$ cat src/rtl/spi_slave_core.sv
// SPI mode-3 slave, LSB first, fully synchronised into i_clk.
// Define SPI_SLAVE_MISO_HIZ_EN to tri-state o_MISO while deselected or in reset.
module spi_slave_core #(
  parameter int SYNC_STAGES = 2
) (
  input  logic       i_clk,
  input  logic       i_sys_rst,
  input  logic       i_sck,
  input  logic       i_MOSI,
  input  logic       i_cs,
  output logic       o_MISO,
  output logic [7:0] o_rx_byte,
  output logic       o_rx_rdy,
  input  logic [7:0] i_tx_byte,
  input  logic       i_tx_rdy
);

  logic [SYNC_STAGES-1:0] sck_sync;
  logic [SYNC_STAGES-1:0] mosi_sync;
  logic [SYNC_STAGES-1:0] cs_sync;

  logic       sck_s, mosi_s, cs_s;
  logic       sck_q, cs_q;
  logic       sck_rise, sck_fall;
  logic       cs_fall, cs_rise;
  logic [2:0] cnt;
  logic       last_bit;
  logic [7:0] rx_sh;
  logic [7:0] tx_sh;
  logic [7:0] hold;
  logic [7:0] tx_next;
  logic       pend;

  always_ff @(posedge i_clk) begin
    if (i_sys_rst) begin
      sck_sync  <= '1;
      cs_sync   <= '1;
      mosi_sync <= '0;
    end else begin
      sck_sync  <= {sck_sync[SYNC_STAGES-2:0], i_sck};
      cs_sync   <= {cs_sync[SYNC_STAGES-2:0], i_cs};
      mosi_sync <= {mosi_sync[SYNC_STAGES-2:0], i_MOSI};
    end
  end

  assign sck_s    = sck_sync[SYNC_STAGES-1];
  assign cs_s     = cs_sync[SYNC_STAGES-1];
  assign mosi_s   = mosi_sync[SYNC_STAGES-1];

  assign sck_rise = sck_s & ~sck_q & ~cs_s;
  assign sck_fall = ~sck_s & sck_q & ~cs_s;
  assign cs_fall  = ~cs_s & cs_q;
  assign cs_rise  = cs_s & ~cs_q;
  assign last_bit = (cnt == 3'd7);
  assign tx_next  = i_tx_rdy ? i_tx_byte : hold;

  // pend keeps bit0 on the line through the first falling edge after a load
  always_ff @(posedge i_clk) begin
    if (i_sys_rst) begin
      sck_q     <= 1'b1;
      cs_q      <= 1'b1;
      cnt       <= 3'd0;
      rx_sh     <= 8'h00;
      tx_sh     <= 8'h00;
      hold      <= 8'h00;
      pend      <= 1'b0;
      o_rx_byte <= 8'h00;
      o_rx_rdy  <= 1'b0;
    end else begin
      sck_q    <= sck_s;
      cs_q     <= cs_s;
      o_rx_rdy <= 1'b0;
      if (i_tx_rdy) hold <= i_tx_byte;
      if (cs_rise) begin
        cnt   <= 3'd0;
        rx_sh <= 8'h00;
        tx_sh <= 8'h00;
        pend  <= 1'b0;
      end else begin
        if (cs_fall) begin
          tx_sh <= tx_next;
          hold  <= 8'h00;
          pend  <= 1'b1;
        end
        if (sck_rise) begin
          rx_sh <= {mosi_s, rx_sh[7:1]};
          cnt   <= cnt + 3'd1;
          if (last_bit) begin
            cnt       <= 3'd0;
            o_rx_byte <= {mosi_s, rx_sh[7:1]};
            o_rx_rdy  <= 1'b1;
            tx_sh     <= tx_next;
            hold      <= 8'h00;
            pend      <= 1'b1;
          end
        end else if (sck_fall) begin
          if (pend) pend <= 1'b0;
          else tx_sh <= {1'b0, tx_sh[7:1]};
        end
      end
    end
  end

`ifdef SPI_SLAVE_MISO_HIZ_EN
  assign o_MISO = (cs_s || i_sys_rst) ? 1'bz : tx_sh[0];
`else
  assign o_MISO = cs_s ? 1'b0 : tx_sh[0];
`endif

endmodule

$ cat config.mk
export PLATFORM = sky130hd
export DESIGN_NAME = spi_slave_core
export DESIGN_NICKNAME = d
export VERILOG_FILES = /design/src/rtl/spi_slave_core.sv
export SDC_FILE = /design/constraint.sdc
export NUM_CORES = 1
export LEC_CHECK = 0
export CAP_MARGIN = 20
export CORE_UTILIZATION = 45
export CTS_CLUSTER_DIAMETER = 100
export DETAILED_ROUTE_END_ITERATION = 6
export HOLD_SLACK_MARGIN = 0.05
export PLACE_DENSITY = 0.67
export SYNTH_ARGS = -nofsm -noshare
export SYNTH_HDL_FRONTEND = slang
export SYNTH_SLANG_ARGS = --single-unit
$ cat constraint.sdc
create_clock -name i_clk -period 3.95 [get_ports i_clk]
set_input_delay 0.395 -clock i_clk [delete_from_list [all_inputs] [get_ports i_clk]]
set_output_delay 0.395 -clock i_clk [all_outputs]
set_load 0.02 [all_outputs]
==> results.txt, run 1 <==
P&R area growth vs syn: 19.5%
DRT iter0 DRCs: 73
H-tree levels: 2
CTS tree: done
Routed Wire Length: 3110 microns
Remaining antenna violation count after routing: 0
Final critical-path required period: 2.16 ns
Antenna Cells: 0
Critical path type: in2reg
Drt pass-1 iters: 6
Clock skew: 0.00897 ns
Area of the core: 3720 sq um
Slew Limit Fails: 0
CTS sink cnt: 44
R2R Path Start: sck_sync[1]
Slowest cell delay on critical path: 1.05 ns
HPWL Detailed: 2140 microns
Latest clock arrival within the worst-skew pair: 0.30 ns
#FFs+latches synth: 44
Vert. Die Dim: 64.7 microns
Data required, critical path: 4.11 ns
Maxcap violations: 0
GPL Wtd Cong: 0.734
Critical path arrival: 2.32 ns
Routed WL per cell: 13.0 microns
Min-delay src: cs_sync[0]
Hold Path Class: reg2reg
Warning count from the yosys run: 0
PortBufs: 23
Crit. End Element: flip-flop
Share of post-route cells with drive strength above 1: 0.136
Net Count, Synth: 188
Initial Utilization: 0.475
GRT Resource Usage Total: 0.171
Via count of the routed design: 1272
Crit path launch type: primary input
First-pass GRT wire length: 5480 microns
Seq/Total Area, Yosys: 0.499
Final hold viol count: 0
Global route total overflow: 0
Worst reg2reg path depth: 3
Routed vias/inst: 5.32
Status: finished, final reports clean
Rel. slew slack: 0.355
Fmax: 463 MHz
Post-cts resize count: 0
Max VDD drop: 223 uV
Clock Path Buffers: 2
Largest net degree at the start of global routing: 28
Post-CTS Setup Repair Bufs: 0
CTS root buf: clkbuf_8
Worst slew pin tran: 0.963 ns
Leakage power: 0.730 nW
Cts bufs inserted: 5
Post-Synthesis Cells: 172
Antenna violations before repair: 0
Critical path, cell by cell: clkdlybuf4s50_1 -> nand2b_1 -> o22ai_1
Hold-critical path depth: 1
Maximum fanout along the worst path: 27
Post-synth cell types: 29
Fillers: 331
Layout net count: 206
Hold buffer count at cts: 0
PwrDens: 402 nW/um^2
Crit. Startpoint: i_sys_rst
Die area: 4180 sq um
Top Ports: 24
Worst-path clk slew: 0.08 ns
Slowest CP cell: clkdlybuf4s50_1
Die width: 64.7 microns
Setup TNS: 0 ns
Final setup violation count: 0
FP Rows: 22
Vias in the first global route: 1234
Fin crit share: 0.546
DRC: 0
Post-Synthesis Cell Area: 1770 sq um
Unrepaired setup endpoints after global routing: no
Hold slack: 0.410 ns
Avg Cell Area, Syn: 10.3 sq um
[worst paths after layout]
check / endpoint / slack [ns]
setup / recovery: tx_sh[4] / 1.79
hold / removal: cs_sync[1] / 0.41
setup reg to reg: cnt[2] / 2.17
hold reg to reg: cs_sync[1] / 0.41
[logic make-up (layout without fill, tap and decap cells)]
group | count (synthesis) | count (layout) | share of synthesized area
AO/OA/AOI/OAI | 28 | 28 | 0.0999
adder cells (fa/ha/maj) | 2 | 2 | 0.0142
AND/OR/NAND/NOR | 60 | 60 | 0.204
multiplexers | 25 | 25 | 0.147
flip-flops | 44 | 44 | 0.499
buffers and inverters | 13 | 32 | 0.0368
[layout make-up]
type                            instances  area (sq um)  area share
Clock buffer                            5          68.8      0.0326
Clock inverter                          3          42.5      0.0201
Inverter                                1          3.75     0.00178
Multi-Input combinational cell        115           826       0.391
Sequential cell                        44           881       0.417
Tap cell                               48          60.1      0.0284
Timing Repair Buffer                   23           230       0.109
[state kept, by name, summed over array words and instances, names as in the netlist]
register   cells
sck_q          1
sck_sync       2
cs_q           1
pend           1
rx_sh          7
hold           8
cs_sync        2
o_rx_byte      8
mosi_sync      2
tx_sh          8
cnt            3
o_rx_rdy       1
[metal layers]
metal	track usage	routed length, microns	vias to the layer above
li1	-	-	639
met1	0.201	1470	607
met2	0.293	1470	19
met3	0.0423	98	7
met4	0.0750	62	0
met5	0	0	-
[worst max-delay path, delay by kind of cell]
kind / cells / cell delay, ns
AOI/OAI and AO/OA: 1 / 0.19
buffers and inverters: 1 / 1.05
and+or+nand+nor: 1 / 0.68
[power by group]
| part | internal (W) | total [W] | switching [W] |
|---|---|---|---|
| clock network | 0.000187 | 0.000335 | 0.000148 |
| logic | 0.0000301 | 0.0000537 | 0.0000236 |
| registers | 0.000454 | 0.000460 | 0.00000642 |
[cell usage in the layout, fill, tap and decap left out, types with 2 or more instances in the layout]
cell type        instances
nor2_1                  12
or2_2                    6
nor2b_1                  4
dfxtp_1                 44
clkdlybuf4s50_1         23
mux2_2                   7
nand2b_1                 5
a22oi_1                  7
ha_1                     2
mux2i_1                 18
clkbuf_8                 5
a21oi_1                 10
nor3b_1                  7
nand2_1                 17
o22ai_1                  7
[cell usage after synthesis (all sizes together)]
cell	count	area, sq um
nor3b	8	60.1
and4bb	1	12.5
nand4bb	1	11.3
inv	1	3.75
buf	7	42.5
clkbuf	5	18.8
a22oi	7	52.6
dfxtp	44	881
a21oi	11	58.8
or4b	1	13.8
nand2	17	63.8
or2	6	37.5
nor4b	1	23.8
o32ai	1	8.76
o22ai	7	43.8
ha	2	25.0
nand2b	5	31.3
o21ai	1	5.00
nor2	12	45.0
nand3b	1	7.51
mux2i	18	180
nor2b	4	25.0
nand4b	2	23.8
nor3	1	5.00
a21o	1	7.51
mux2	7	78.8
[metrics by stage]
step	instances	power (W)	utilization	cell area, sq um	setup slack [ns]
2_1_floorplan	172	0.000505	-	1770	2.41
3_3_place_gp	231	0.000523	0.538	2000	1.52
3_5_place_dp	231	0.000525	0.538	2000	1.45
4_1_cts	239	0.000856	0.568	2110	1.78
5_1_grt	239	0.000883	0.568	2110	1.63
6_report	239	0.000849	0.568	2110	1.79
Note: power is estimated with default switching activity, not from simulation.
==> run 2, diff against run 1 <==
--- a/config.mk
+++ b/config.mk
@@ -10,7 +10,7 @@
 export CTS_CLUSTER_DIAMETER = 100
 export DETAILED_ROUTE_END_ITERATION = 6
 export HOLD_SLACK_MARGIN = 0.05
-export PLACE_DENSITY = 0.67
+export PLACE_DENSITY = 0.7
 export SYNTH_ARGS = -nofsm -noshare
 export SYNTH_HDL_FRONTEND = slang
 export SYNTH_SLANG_ARGS = --single-unit
==> constraint.sdc (replaced) <==
create_clock -name i_clk -period 1.75 [get_ports i_clk]
set_input_delay 0.175 -clock i_clk [delete_from_list [all_inputs] [get_ports i_clk]]
set_output_delay 0.175 -clock i_clk [all_outputs]
set_load 0.02 [all_outputs]
==> run 2 against run 1 <==
Critical path depth fell by 1. Clock-buffer cell count grew 1. Design area is 2.1% higher. Total power grew 110%. Highest routed layer unchanged.
==> results.txt, run 2 (synthesis results as in run 1) <==
Status: finished, final reports clean
Rel. slew slack: 0.636
Routed vias/inst: 5.23
Layout net count: 216
Fin crit share: 0.909
PortBufs: 23
Critical path arrival: 1.42 ns
Latest clock arrival within the worst-skew pair: 0.29 ns
Vert. Die Dim: 64.7 microns
Hold Path Class: reg2reg
Crit. End Element: output pin
Worst slew pin tran: 0.544 ns
Share of post-route cells with drive strength above 1: 0.175
Unrepaired setup endpoints after global routing: no
Leakage power: 0.766 nW
Setup TNS: 0 ns
Global route total overflow: 0
Final setup violation count: 0
Maxcap violations: 0
Die width: 64.7 microns
Top Registers: hold x8, o_rx_byte x8, tx_sh x8
Data required, critical path: 1.57 ns
H-tree levels: 2
Maximum fanout along the worst path: 8
FP Rows: 22
Area of the core: 3720 sq um
GPL Wtd Cong: 0.730
First-pass GRT wire length: 5680 microns
Remaining antenna violation count after routing: 0
Antenna Cells: 0
CTS tree: done
PwrDens: 818 nW/um^2
Final hold viol count: 0
Via count of the routed design: 1298
Met2 usage: 0.293
Largest net degree at the start of global routing: 17
Worst reg2reg path depth: 6
Top Ports: 24
DRT iter0 DRCs: 109
Most frequent cells in the layout: dfxtp_1 (44), clkdlybuf4s50_1 (23), mux2i_1 (18)
HPWL Detailed: 2280 microns
GRT Max-Usage Layer: met2
Place WS: 0.0732 ns
Routed WL per cell: 13.1 microns
Drt pass-1 iters: 4
Vias in the first global route: 1313
Die area: 4180 sq um
GRT met3 Usage: 0.0423
Final critical-path required period: 1.59 ns
CTS sink cnt: 44
Worst-path clk slew: 0.07 ns
Initial Utilization: 0.475
Max VDD drop: 519 uV
Final instance area: 2160 sq um
CTS root buf: clkbuf_8
GRT Resource Usage Total: 0.177
Clock skew: 0.00644 ns
Routed Wire Length: 3260 microns
Antenna violations before repair: 0
Clock Path Buffers: 2
Fmax: 629 MHz
Hold slack: 0.411 ns
Placed cell areas: 2080 sq um
Hold buffer count at cts: 0
Commonest non-fill, non-tap cell in the layout: dfxtp_1
Cts bufs inserted: 5
Met1 global-route usage: 0.218
DRC: 0
Critical path type: reg2out
P&R area growth vs syn: 22.0%
Slew Limit Fails: 0
Final worst slack: 0.160 ns
Hold-critical path depth: 1
Crit path launch type: flip-flop
[run 2: cell count changes in the layout (fill, tap and decap cells not counted), sizes merged]
cell / previous run / this run
buf: 0 / 10
bufinv: 1 / 0
clkbuf: 5 / 6
clkinvlp: 1 / 0
[run 2: critical path, stage by stage, from the launching register on]
cell and delay (ns):
dfxtp_1 0.39, nor2b_1 0.14, clkdlybuf4s50_1 0.60
[run 2: final timing paths]
| check | from | endpoint | slack (ns) |
|---|---|---|---|
| worst max-delay path | cs_sync[1] | o_MISO | 0.16 |
| worst min-delay path | cs_sync[0] | cs_sync[1] | 0.41 |
| worst max register to register | cnt[0] | tx_sh[1] | 0.17 |
| worst min register to register | cs_sync[0] | cs_sync[1] | 0.41 |
[run 2: area by class of cell]
class / instances / area [sq um]
Inverter: 1 / 3.75
Fill cell: 335 / 1560
Clock inverter: 1 / 5.00
Timing Repair Buffer: 33 / 305
Tap cell: 48 / 60.1
Clock buffer: 6 / 72.6
Multi-Input combinational cell: 115 / 828
Sequential cell: 44 / 881
[run 2: what timing repair did]
item,CTS,global route
resized for setup,0,1
setup buffers,0,0
setup endpoints to repair,0,2
[run 2: per-layer routing]
| metal | share of wire | vias up | wire length [microns] |
|---|---|---|---|
| met1 | 0.49 | 612 | 1580 |
| met3 | 0.035 | 4 | 114 |
| li1 | - | 657 | - |
| met5 | 0 | - | 0 |
| met4 | 0.012 | 0 | 40 |
| met2 | 0.47 | 25 | 1520 |
[run 2: where the power goes]
part,switching (W),leakage [nW],internal (W)
clock,0.000318,0.0410,0.000272
sequential,0.0000132,0.358,0.00102
combinational,0.0000580,0.367,0.0000783
total,0.000389,0.766,0.00137
[run 2: metrics by stage]
step | instances | util | total power [W]
after floorplan | 172 | - | 0.00114
after global placement | 241 | 0.559 | 0.00119
after detailed placement | 241 | 0.559 | 0.00120
after CTS | 248 | 0.579 | 0.00178
after global routing | 248 | 0.580 | 0.00184
final | 248 | 0.580 | 0.00176
==> run 3, diff against run 2 <==
--- a/config.mk
+++ b/config.mk
@@ -6,6 +6,7 @@
 export NUM_CORES = 1
 export LEC_CHECK = 0
 export CAP_MARGIN = 20
+export CORE_ASPECT_RATIO = 1.5
 export CORE_UTILIZATION = 45
 export CTS_CLUSTER_DIAMETER = 100
 export DETAILED_ROUTE_END_ITERATION = 6
==> run 3 against run 2 <==
Combinational power barely moved. Routed wire length rose by 4.7%. Hold slack barely moved. Clock-buffer cell count did not move. Critical path depth did not move. Design area rose by 1.3%. Global-route usage rose by 0.89 points. Final cell count fell by 2.0%. Non-clock buffer count fell by 1. Critical path type unchanged. Critical endpoint unchanged.
==> results.txt, run 3 (synthesis results as in run 1) <==
HPWL Detailed: 2530 microns
Worst reg2reg path depth: 3
Vert. Die Dim: 78.7 microns
Worst-path clk slew: 0.08 ns
Leakage power: 0.777 nW
Latest clock arrival within the worst-skew pair: 0.30 ns
WHS Endpoint: cs_sync[1]
Initial Utilization: 0.475
Critical path arrival: 1.43 ns
Post-CTS Setup Repair Bufs: 0
Unrepaired setup endpoints after global routing: no
Cts bufs inserted: 5
Min-delay src: cs_sync[0]
Crit. End Element: output pin
Top Ports: 24
Hold-critical path depth: 1
Antenna violations before repair: 0
FP Rows: 27
Critical path type: reg2out
Commonest non-fill, non-tap cell in the layout: dfxtp_1
GPL Wtd Cong: 0.771
Final setup violation count: 0
Top Registers: hold x8, o_rx_byte x8, tx_sh x8
PwrDens: 911 nW/um^2
DRC: 0
Slew Limit Fails: 0
Vias in the first global route: 1306
Crit. Startpoint: cs_sync[1]
Remaining antenna violation count after routing: 0
R2R Path End: tx_sh[6]
Most frequent cells in the layout: dfxtp_1 (44), clkdlybuf4s50_1 (23), mux2i_1 (18)
Fillers: 331
Worst slew pin tran: 0.836 ns
Routed Wire Length: 3410 microns
CTS sink cnt: 44
First-pass GRT wire length: 5660 microns
Via count of the routed design: 1295
H-tree levels: 2
Routed vias/inst: 5.33
Hold buffer count at cts: 0
Crit path launch type: flip-flop
Routed WL per cell: 14.0 microns
Final hold viol count: 0
P&R area growth vs syn: 23.6%
GRT Resource Usage Total: 0.185
Maxcap violations: 0
Die width: 53.2 microns
Rel. slew slack: 0.442
Area of the core: 3720 sq um
R2R Path Start: cs_sync[1]
Hold Path Class: reg2reg
Final critical-path required period: 1.61 ns
Fin crit share: 0.919
Layout net count: 215
PortBufs: 23
Global route total overflow: 0
Fmax: 622 MHz
Drt pass-1 iters: 4
Worst reg2reg setup slack: 0.15 ns
Data required, critical path: 1.57 ns
Antenna Cells: 0
Clock skew: 0.00912 ns
Status: finished, final reports clean
Max VDD drop: 768 uV
Post-cts resize count: 0
DRT iter0 DRCs: 9
Hold slack: 0.410 ns
Largest net degree at the start of global routing: 17
CTS root buf: clkbuf_8
Setup TNS: 0 ns
Share of post-route cells with drive strength above 1: 0.180
Clock Path Buffers: 2
Maximum fanout along the worst path: 9
CTS tree: done
Die area: 4190 sq um
-- run 3: changes by cell type in the layout (fill, tap and decap cells not counted), sizes merged --
| cell | delta |
|---|---|
| buf | -1 |
| bufinv | +1 |
-- run 3: how the worst max path moves through the flow --
stage	end	slack [ns]	depth (start not counted)
floorplan	tx_sh[5]	0.21	7
global placement	tx_sh[0]	0.13	4
detailed placement	tx_sh[6]	0.04	4
CTS	o_rx_byte[6]	0.06	6
global route	tx_sh[6]	0.04	3
finish	o_MISO	0.14	2
-- run 3: area by class of cell --
cell class	instances	area [sq um]	area share
multi-input combinational	115	826	0.378
clock buffer	6	82.6	0.0378
sequential	44	881	0.403
timing repair buffer	32	298	0.136
clock inverter	2	38.8	0.0178
inverter	1	3.75	0.00172
tap	43	53.8	0.0246
-- run 3: where the power goes --
| part | internal [W] | switching, W |
|---|---|---|
| registers | 0.00102 | 0.0000134 |
| logic | 0.0000762 | 0.0000569 |
| clock network | 0.000467 | 0.000351 |
| total | 0.00157 | 0.000421 |
-- run 3: per-stage QoR --
step	power, W	std cells	worst slack, ns	utilization	cell area, sq um
floorplan	0.00114	172	0.210	-	1770
CTS	0.00200	243	0.0611	0.588	2180
global placement	0.00119	235	0.128	0.555	2060
global route	0.00206	243	0.0383	0.588	2180
detailed placement	0.00120	235	0.0385	0.555	2060
finish	0.00199	243	0.142	0.588	2180
-- run 3: worst max-delay path: stages (launching register included) --
cell	delay [ns]
dfxtp_1	0.40
nor2b_1	0.14
clkdlybuf4s50_1	0.60
-- run 3: routing by layer --
metal  vias up  GRT usage  wire length, microns
li1        652          -                     -
met1       616      0.183                  1340
met2        22      0.349                  1870
met3         5     0.0536                   144
met4         0     0.0632                    50
met5         -          0                     0
